--- src/rtl/serial_frame_serializer.sv ---
// Parallel-to-serial frame serializer feeding a downstream sequence detector.
// Optional trailing even-parity bit is compiled in with `define SER_PARITY_EN.
module serial_frame_serializer #(
    parameter int WIDTH     = 8,
    parameter bit MSB_FIRST = 1'b1
) (
    input  logic             clock,
    input  logic             reset,
    input  logic [WIDTH-1:0] load_data,
    input  logic             load_valid,
    output logic             load_ready,
    output logic             dataout,
    output logic             dataout_valid,
    output logic             busy
);

    localparam int            CW   = $clog2(WIDTH);
    localparam logic [CW-1:0] LAST = CW'(WIDTH - 1);

`ifdef SER_PARITY_EN
    typedef enum logic [1:0] {IDLE = 2'd0, SHIFT = 2'd1, PAR = 2'd2} state_t;
`else
    typedef enum logic [1:0] {IDLE = 2'd0, SHIFT = 2'd1} state_t;
`endif

    state_t           state;
    logic [CW-1:0]    count;
    logic [WIDTH-1:0] shreg;
    logic             final_cycle;
    logic             accept;
`ifdef SER_PARITY_EN
    logic             parity;
`endif

    function automatic logic head(input logic [WIDTH-1:0] w);
        return MSB_FIRST ? w[WIDTH-1] : w[0];
    endfunction

    function automatic logic [WIDTH-1:0] advance(input logic [WIDTH-1:0] w);
        return MSB_FIRST ? (w << 1) : (w >> 1);
    endfunction

    // NOTE: load_ready is gated by reset directly so no word can be accepted
    // while reset is held, even though state is only updated at the edge.
    always_comb begin
`ifdef SER_PARITY_EN
        final_cycle = (state == PAR);
`else
        final_cycle = (state == SHIFT) && (count == LAST);
`endif
        load_ready = reset && ((state == IDLE) || final_cycle);
    end

    assign accept = load_valid && load_ready;
    assign busy   = (state != IDLE);

    always_ff @(posedge clock) begin
        if (!reset) begin
            state         <= IDLE;
            count         <= '0;
            shreg         <= '0;
            dataout       <= 1'b0;
            dataout_valid <= 1'b0;
`ifdef SER_PARITY_EN
            parity        <= 1'b0;
`endif
        end else begin
            // NOTE: outputs default to 0 each cycle; branches below only
            // override them when a frame bit is being presented.
            dataout       <= 1'b0;
            dataout_valid <= 1'b0;
            if (accept) begin
                state         <= SHIFT;
                count         <= '0;
                shreg         <= advance(load_data);
                dataout       <= head(load_data);
                dataout_valid <= 1'b1;
`ifdef SER_PARITY_EN
                parity        <= ^load_data;
`endif
            end else begin
                case (state)
                    IDLE: state <= IDLE;
                    SHIFT: begin
                        if (count == LAST) begin
                            count <= '0;
`ifdef SER_PARITY_EN
                            state         <= PAR;
                            dataout       <= parity;
                            dataout_valid <= 1'b1;
`else
                            state <= IDLE;
`endif
                        end else begin
                            count         <= count + 1'b1;
                            shreg         <= advance(shreg);
                            dataout       <= head(shreg);
                            dataout_valid <= 1'b1;
                        end
                    end
`ifdef SER_PARITY_EN
                    PAR: state <= IDLE;
`endif
                    default: state <= IDLE;
                endcase
            end
        end
    end

endmodule

--- config.mk ---
export PLATFORM = sky130hd
export DESIGN_NAME = serial_frame_serializer
export DESIGN_NICKNAME = d
export VERILOG_FILES = /design/src/rtl/serial_frame_serializer.sv
export SDC_FILE = /design/constraint.sdc
export NUM_CORES = 1
export LEC_CHECK = 0
export CORE_UTILIZATION = 45
export DETAILED_ROUTE_END_ITERATION = 8
export GPL_ROUTABILITY_DRIVEN = 0
export PLACE_DENSITY = 0.76
export SYNTH_ARGS = -nofsm -noshare
export SYNTH_HDL_FRONTEND = slang
export SYNTH_SLANG_ARGS = --single-unit
--- constraint.sdc ---
create_clock -name clock -period 1.8 [get_ports clock]
set_clock_uncertainty 0.15 [all_clocks]
set_input_delay 0.36 -clock clock [delete_from_list [all_inputs] [get_ports clock]]
set_output_delay 0.36 -clock clock [all_outputs]
set_load 0.01 [all_outputs]
==> results.cfg, run 1 <==
[synthesis]
dominantRegCellSynth = dfxtp_1
synth.yosys.warnings = 0
postSynth.asyncResetShare = 0
yosysUniqueCellTypes = 21
postSynthAreaPerCell_sq_um = 10.3
post-synth-top-area-fraction = 0.445
synth_edf_count = 0
synthesis.nets = 70
synth_top_cells_by_area = dfxtp_1 45%, mux2i_1 12%, a21oi_1 6.0%
yosysMostFrequentCell = dfxtp_1
syn_inst = 57
synth.largest_area_cell = dfxtp_1
synth_top_cells_by_count = 13 x dfxtp_1, 7 x a21oi_1, 7 x mux2i_1, 4 x nor2b_1, 3 x o21ai_1
synth_sequential_area_ratio = 0.445
synth_area_sq_um = 584
ys_ff_latch = 13

[final_layout]
flow.area_growth_from_synthesis_pct = 42.0
num_antenna_cells = 0
layout.cell_area.non_filler_sq_um = 830
fill_cell_total_of_the_finished_layout = 94
final_util = 0.718
drive_gt1_frac = 0.275
final_nets = 94

[clocking]
clock_tree.root_cell = clkbuf_4
tritoncts.num_buffers = 3
tritoncts = done
clk-insertion-delay-late_ns = 0.27
cts_hold_repair.buffers = 0
clk_pin_slew_ns = 0.08
clock_sink_count = 13
ctsLongestPathBuffers = 2
htree_levels = 1

[critical_path]
cp-start-kind = register
crit_path_end_kind = output pin
regToRegSetupSlack_ns = 0.26
worst-endpoint-arrival_ns = 1.30
cp.required_ns = 1.29
cp_max_fo = 2
worst-setup-path-type = reg2out

[power_and_ir_drop]
power.density_nw_per_um2 = 737
p_leak_nw = 0.333
ir_worst_vdd_v = 0.000620

[placement]
pre_cts_slack_ns = -0.206
dpl.hpwl_um = 741
post_dp_cell_area_sq_um = 767
io_buffer_count = 14

[sta]
post-route-worst-setup-slack_ns = -0.0148
worst-slew-pin-transition_ns = 0.146
max_slew_margin = 0.900
post-route-period-util = 1.01
min_period_ns = 1.81
final-setup-viol-count = 1
total_neg_setup_slack_ns = -0.0148
hold-worst-slack_ns = 0.328
finalHoldViolCount = 0
timing_max_transition_violations_final = 0
rsz0062_at_grt = true
clock.fmax_mhz = 551

[run_status]
violated_checks = setup timing
status = finished with violations

[worst_hold_path]
holdCritPathClass = reg2reg

[global_routing]
met2_usage = 0.275
grt_remaining_overflow = 0
grt_pass1_wl_um = 1770
vias_in_the_first_global_route = 420
groute.layer.met3.usage = 0.0872
globalRouteMet1Util = 0.219
grt_antenna_before_repair = 0
busiest_layer = met2
grt_util_all_layers = 0.190
grt_max_degree = 14

[flow_run]
maxCapViolations = 0

[detailed_routing]
initial_drt_markers = 4
vias_per_cell = 5.07
routed_length_per_placed_instance_um = 11.6
drtAntennaViolNets = 0
drcViolationCount = 0
vias = 477
wl_um = 1090
first_pass_iters = 4

[floorplanning]
num_rows = 12
core_area_sq_um = 1160
die_h_um = 38.0
die_width_um = 38.0
floorplan.die_area_sq_um = 1450
floorplan.initialDensity = 0.505
num_io_pins = 15
[report_power, final]
| part | leakage (nW) | total (mW) | internal (mW) | switching [mW] |
|---|---|---|---|---|
| clock | 0.0150 | 0.182 | 0.0859 | 0.0956 |
| combinational | 0.209 | 0.112 | 0.0673 | 0.0442 |
| sequential | 0.108 | 0.319 | 0.308 | 0.0109 |
[state kept, by name, summed over array words and instances, names as in the netlist]
name and cells:
count 3, dataout 1, dataout_valid 1, shreg 7
state 1
[kinds of logic (layout without fill, tap and decap cells)]
group | after synthesis | in the layout | synth area share
and+or+nand+nor | 14 | 14 | 0.156
buffers and inverters | 3 | 26 | 0.0471
muxes | 7 | 7 | 0.120
adders and majority gates | 2 | 2 | 0.0428
AOI/OAI and AO/OA | 18 | 18 | 0.188
DFF | 13 | 13 | 0.445
[worst max-delay path: stages (launching register included)]
cell	delay, ns
dfxtp_2	0.34
ha_4	0.16
ha_4	0.15
nand2b_4	0.13
and2_4	0.14
buf_6	0.11
[per-layer routing]
metal  up-vias  routed length [um]
met2        15                 526
met5         -                   0
met4         0                  13
met3         2                  54
li1        249                   -
met1       211                 494
[path summary, 6_finish.rpt]
kind	startpoint	endpoint	depth (start not counted)
max	count[0]	load_ready	5
min	shreg[7]	dataout	2
max reg2reg	count[0]	shreg[3]	7
min reg2reg	shreg[7]	dataout	2
[through the flow]
step | std cells | total power, mW
floorplan | 57 | 0.382
global route | 94 | 0.651
detailed placement | 89 | 0.432
finish | 94 | 0.612
CTS | 93 | 0.619
global placement | 89 | 0.430
[what timing repair did]
item	4_1_cts	5_1_grt
pin swaps	2	1
buffers inserted	0	1
setup endpoints to repair	2	1
gates resized for setup	13	0
cloned	0	0
[cell usage in the layout, fill, tap and decap left out, drive strengths merged]
cell and instances:
dfxtp 13, clkdlybuf4s50 12, buf 9, a21oi 7, mux2i 7, o21ai 6, nor2b 4, clkbuf 4
nand2 2, nor3b 2, nor2 2, o21a 2, ha 2, nand2b 1, and2 1, a31oi 1
and2b 1, nand3 1, a21boi 1, a32oi 1, dlygate4sd2 1
[layout make-up]
cell class | count | area [sq um] | share of cell area
tap | 14 | 17.5 | 0.0211
timing repair buffer | 22 | 200 | 0.241
clock buffer | 4 | 26.3 | 0.0317
sequential | 13 | 264 | 0.318
multi-input combinational | 41 | 322 | 0.388
Power figures use the tool's default switching activity.
==> run 2: changes to the inputs <==
- ABC_AREA: not set -> 1
- CORE_UTILIZATION: 45 -> 46
- PLACE_DENSITY: 0.76 -> 0.77
==> results.cfg, run 2 <==
[floorplanning]
num_io_pins = 15
die_width_um = 39.2
num_rows = 13
die_h_um = 39.2
floorplan.initialDensity = 0.489
core_area_sq_um = 1300
floorplan.die_area_sq_um = 1540

[sta]
finalHoldViolCount = 0
total_neg_setup_slack_ns = 0
min_period_ns = 1.75
clock.fmax_mhz = 571
timing_max_transition_violations_final = 0
worst-slew-pin-transition_ns = 0.267
rsz0062_at_grt = false
max_slew_margin = 0.821
hold-worst-slack_ns = 0.339
final-setup-viol-count = 0
post-route-worst-setup-slack_ns = 0.0499
post-route-period-util = 0.972

[final_layout]
drive_gt1_frac = 0.214
layout.cells.most_common = nor2_1
flow.area_growth_from_synthesis_pct = 40.5
largest_register_ffs = 7
num_antenna_cells = 0
layout_common_cells = 20 x nor2_1, 18 x nand2_1, 12 x clkdlybuf4s50_1
largest_registers = shreg: 7 flops, count: 3 flops
layout.cell_area.non_filler_sq_um = 895
layout.cells.non_filler = 127
fill_cell_total_of_the_finished_layout = 123
final_nets = 126
final_util = 0.688
regMostFlops = shreg

[synthesis]
yosysMostFrequentCell = nor2_1
synth_top_family_by_area = simple AND/OR/NAND/NOR gates
synth_top_cells_by_count = 20 x nor2_1, 18 x nand2_1, 13 x dfxtp_1, 8 x inv_1, 7 x a21oi_1
dominantRegCellSynth = dfxtp_1
synth_top_cells_by_area = dfxtp_1 41%, nor2_1 12%, nand2_1 11%
yosysUniqueCellTypes = 15
post-synth-top-area-fraction = 0.409
synthesis.nets = 101
multiplexer_fraction_of_the_synthesized_cell_area = 0
synth_area_sq_um = 637
synth.largest_area_cell = dfxtp_1
synth_edf_count = 0
synth.yosys.warnings = 0
postSynthAreaPerCell_sq_um = 7.24
post_synth_fa_ha_maj_area_fraction = 0.0393
post_synth_and_or_nand_nor_area_fraction = 0.352
ys_ff_latch = 13
syn_inst = 88
synth_sequential_area_ratio = 0.409
synth_compound_gate_area_share = 0.0806
synth_xor_xnor_area_share = 0
postSynth.asyncResetShare = 0

[placement]
place.detailed.instances = 120
dpl.hpwl_um = 959
pre_cts_slack_ns = -0.296
post_dp_cell_area_sq_um = 810
io_buffer_count = 14

[global_routing]
grt_max_degree = 13
grt_pass1_wl_um = 1990
grt_antenna_before_repair = 0
grt_remaining_overflow = 0
grt_util_all_layers = 0.199
vias_in_the_first_global_route = 488

[detailed_routing]
route.top_layer_used = met4
route.met2.wl_um = 724
detailroute.wirelength.met3_um = 64
vias_per_cell = 4.86
routed_length_per_placed_instance_um = 10.9
drtAntennaViolNets = 0
drcViolationCount = 0
first_pass_iters = 4
wl_um = 1380
initial_drt_markers = 18
detail_route.wirelength.met1_um = 585
vias = 617

[critical_path]
largest_incremental_delay_on_the_critical_path_ns = 0.34
worst-endpoint-arrival_ns = 1.24
cp_max_fo = 2
cp-start-kind = register
cp.required_ns = 1.29
worst-setup-path-type = reg2out
crit_slowest_cell = dfxtp_2
worst_path_dominant_cell_family = flip-flops
crit_path_end_kind = output pin
path_buf_inv = 1
cp_cell_sequence = ha_4, ha_4, nor2_4, nor2_4, buf_6

[clocking]
tritoncts.num_buffers = 3
htree_levels = 1
clk_pin_slew_ns = 0.08
tritoncts = done
cts_hold_repair.buffers = 0
clock_sink_count = 13
ctsLongestPathBuffers = 2
clock_tree.root_cell = clkbuf_4
clk-insertion-delay-late_ns = 0.28

[run_status]
status = finished, final reports clean

[power_and_ir_drop]
power.density_nw_per_um2 = 683
ir_worst_vdd_v = 0.000554
report.power.total_mw = 0.611
p_leak_nw = 0.390

[worst_hold_path]
holdCritPathClass = reg2reg

[flow_run]
maxCapViolations = 0
## run 2: cell types whose count changed after synthesis, sizes merged, moves of 3 or more
cell | previous run | this run
inv | 0 | 10
nor2b | 4 | 0
o21ai | 6 | 1
nor2 | 2 | 22
nand2 | 2 | 19
mux2i | 7 | 0
nand4 | 0 | 6
nand3 | 1 | 4
## run 2: worst paths after layout
| kind | cells past startpoint | start | to | slack [ns] |
|---|---|---|---|---|
| setup / recovery | 5 | count[1] | load_ready | 0.05 |
| hold / removal | 2 | shreg[1] | shreg[1] | 0.34 |
| setup reg to reg | 9 | count[1] | shreg[2] | 0.16 |
| hold reg to reg | 2 | shreg[1] | shreg[1] | 0.34 |
## run 2: worst register-to-register path: stages (launching register included)
cell     delay [ns]
dfxtp_2        0.34
ha_4           0.16
ha_4           0.16
buf_4          0.13
inv_2          0.04
nand2_2        0.16
o21ai_4        0.16
nor2_1         0.06
nor2_1         0.11
nor2_1         0.04
## run 2: final cells by class
cell class,instances,area [sq um],share of cell area
Clock buffer,4,26.3,0.0294
Inverter,10,37.5,0.0420
Multi-Input combinational cell,61,330,0.369
Sequential cell,13,263,0.294
Tap cell,15,18.8,0.0210
Timing Repair Buffer,24,219,0.245
## run 2: power by group
part / leakage (nW) / total (mW) / internal, mW / switching [mW]
Combinational: 0.268 / 0.123 / 0.0636 / 0.0594
Sequential: 0.107 / 0.309 / 0.301 / 0.00722
Clock: 0.0150 / 0.180 / 0.0859 / 0.0937
Total: 0.390 / 0.611 / 0.451 / 0.160
## run 2: logic make-up after synthesis
kind of cell / count (synthesis)
AND/OR/NAND/NOR: 51
flip-flops: 13
adder cells (fa/ha/maj): 2
AO/OA/AOI/OAI: 8
buffers and inverters: 14
## run 2: layer usage
layer / vias to the layer above / GRT usage
li1: 326 / -
met3: 2 / 0.0694
met4: 0 / 0.0776
met1: 272 / 0.224
met2: 17 / 0.338
met5: - / 0
## run 2: repair_timing
action / 4_1_cts / 5_1_grt
gates resized for setup: 9 / 4
pin swaps: 2 / 1
setup buffers: 1 / 2
gates cloned: 0 / 0
endpoints found under the setup margin: 1 / 2
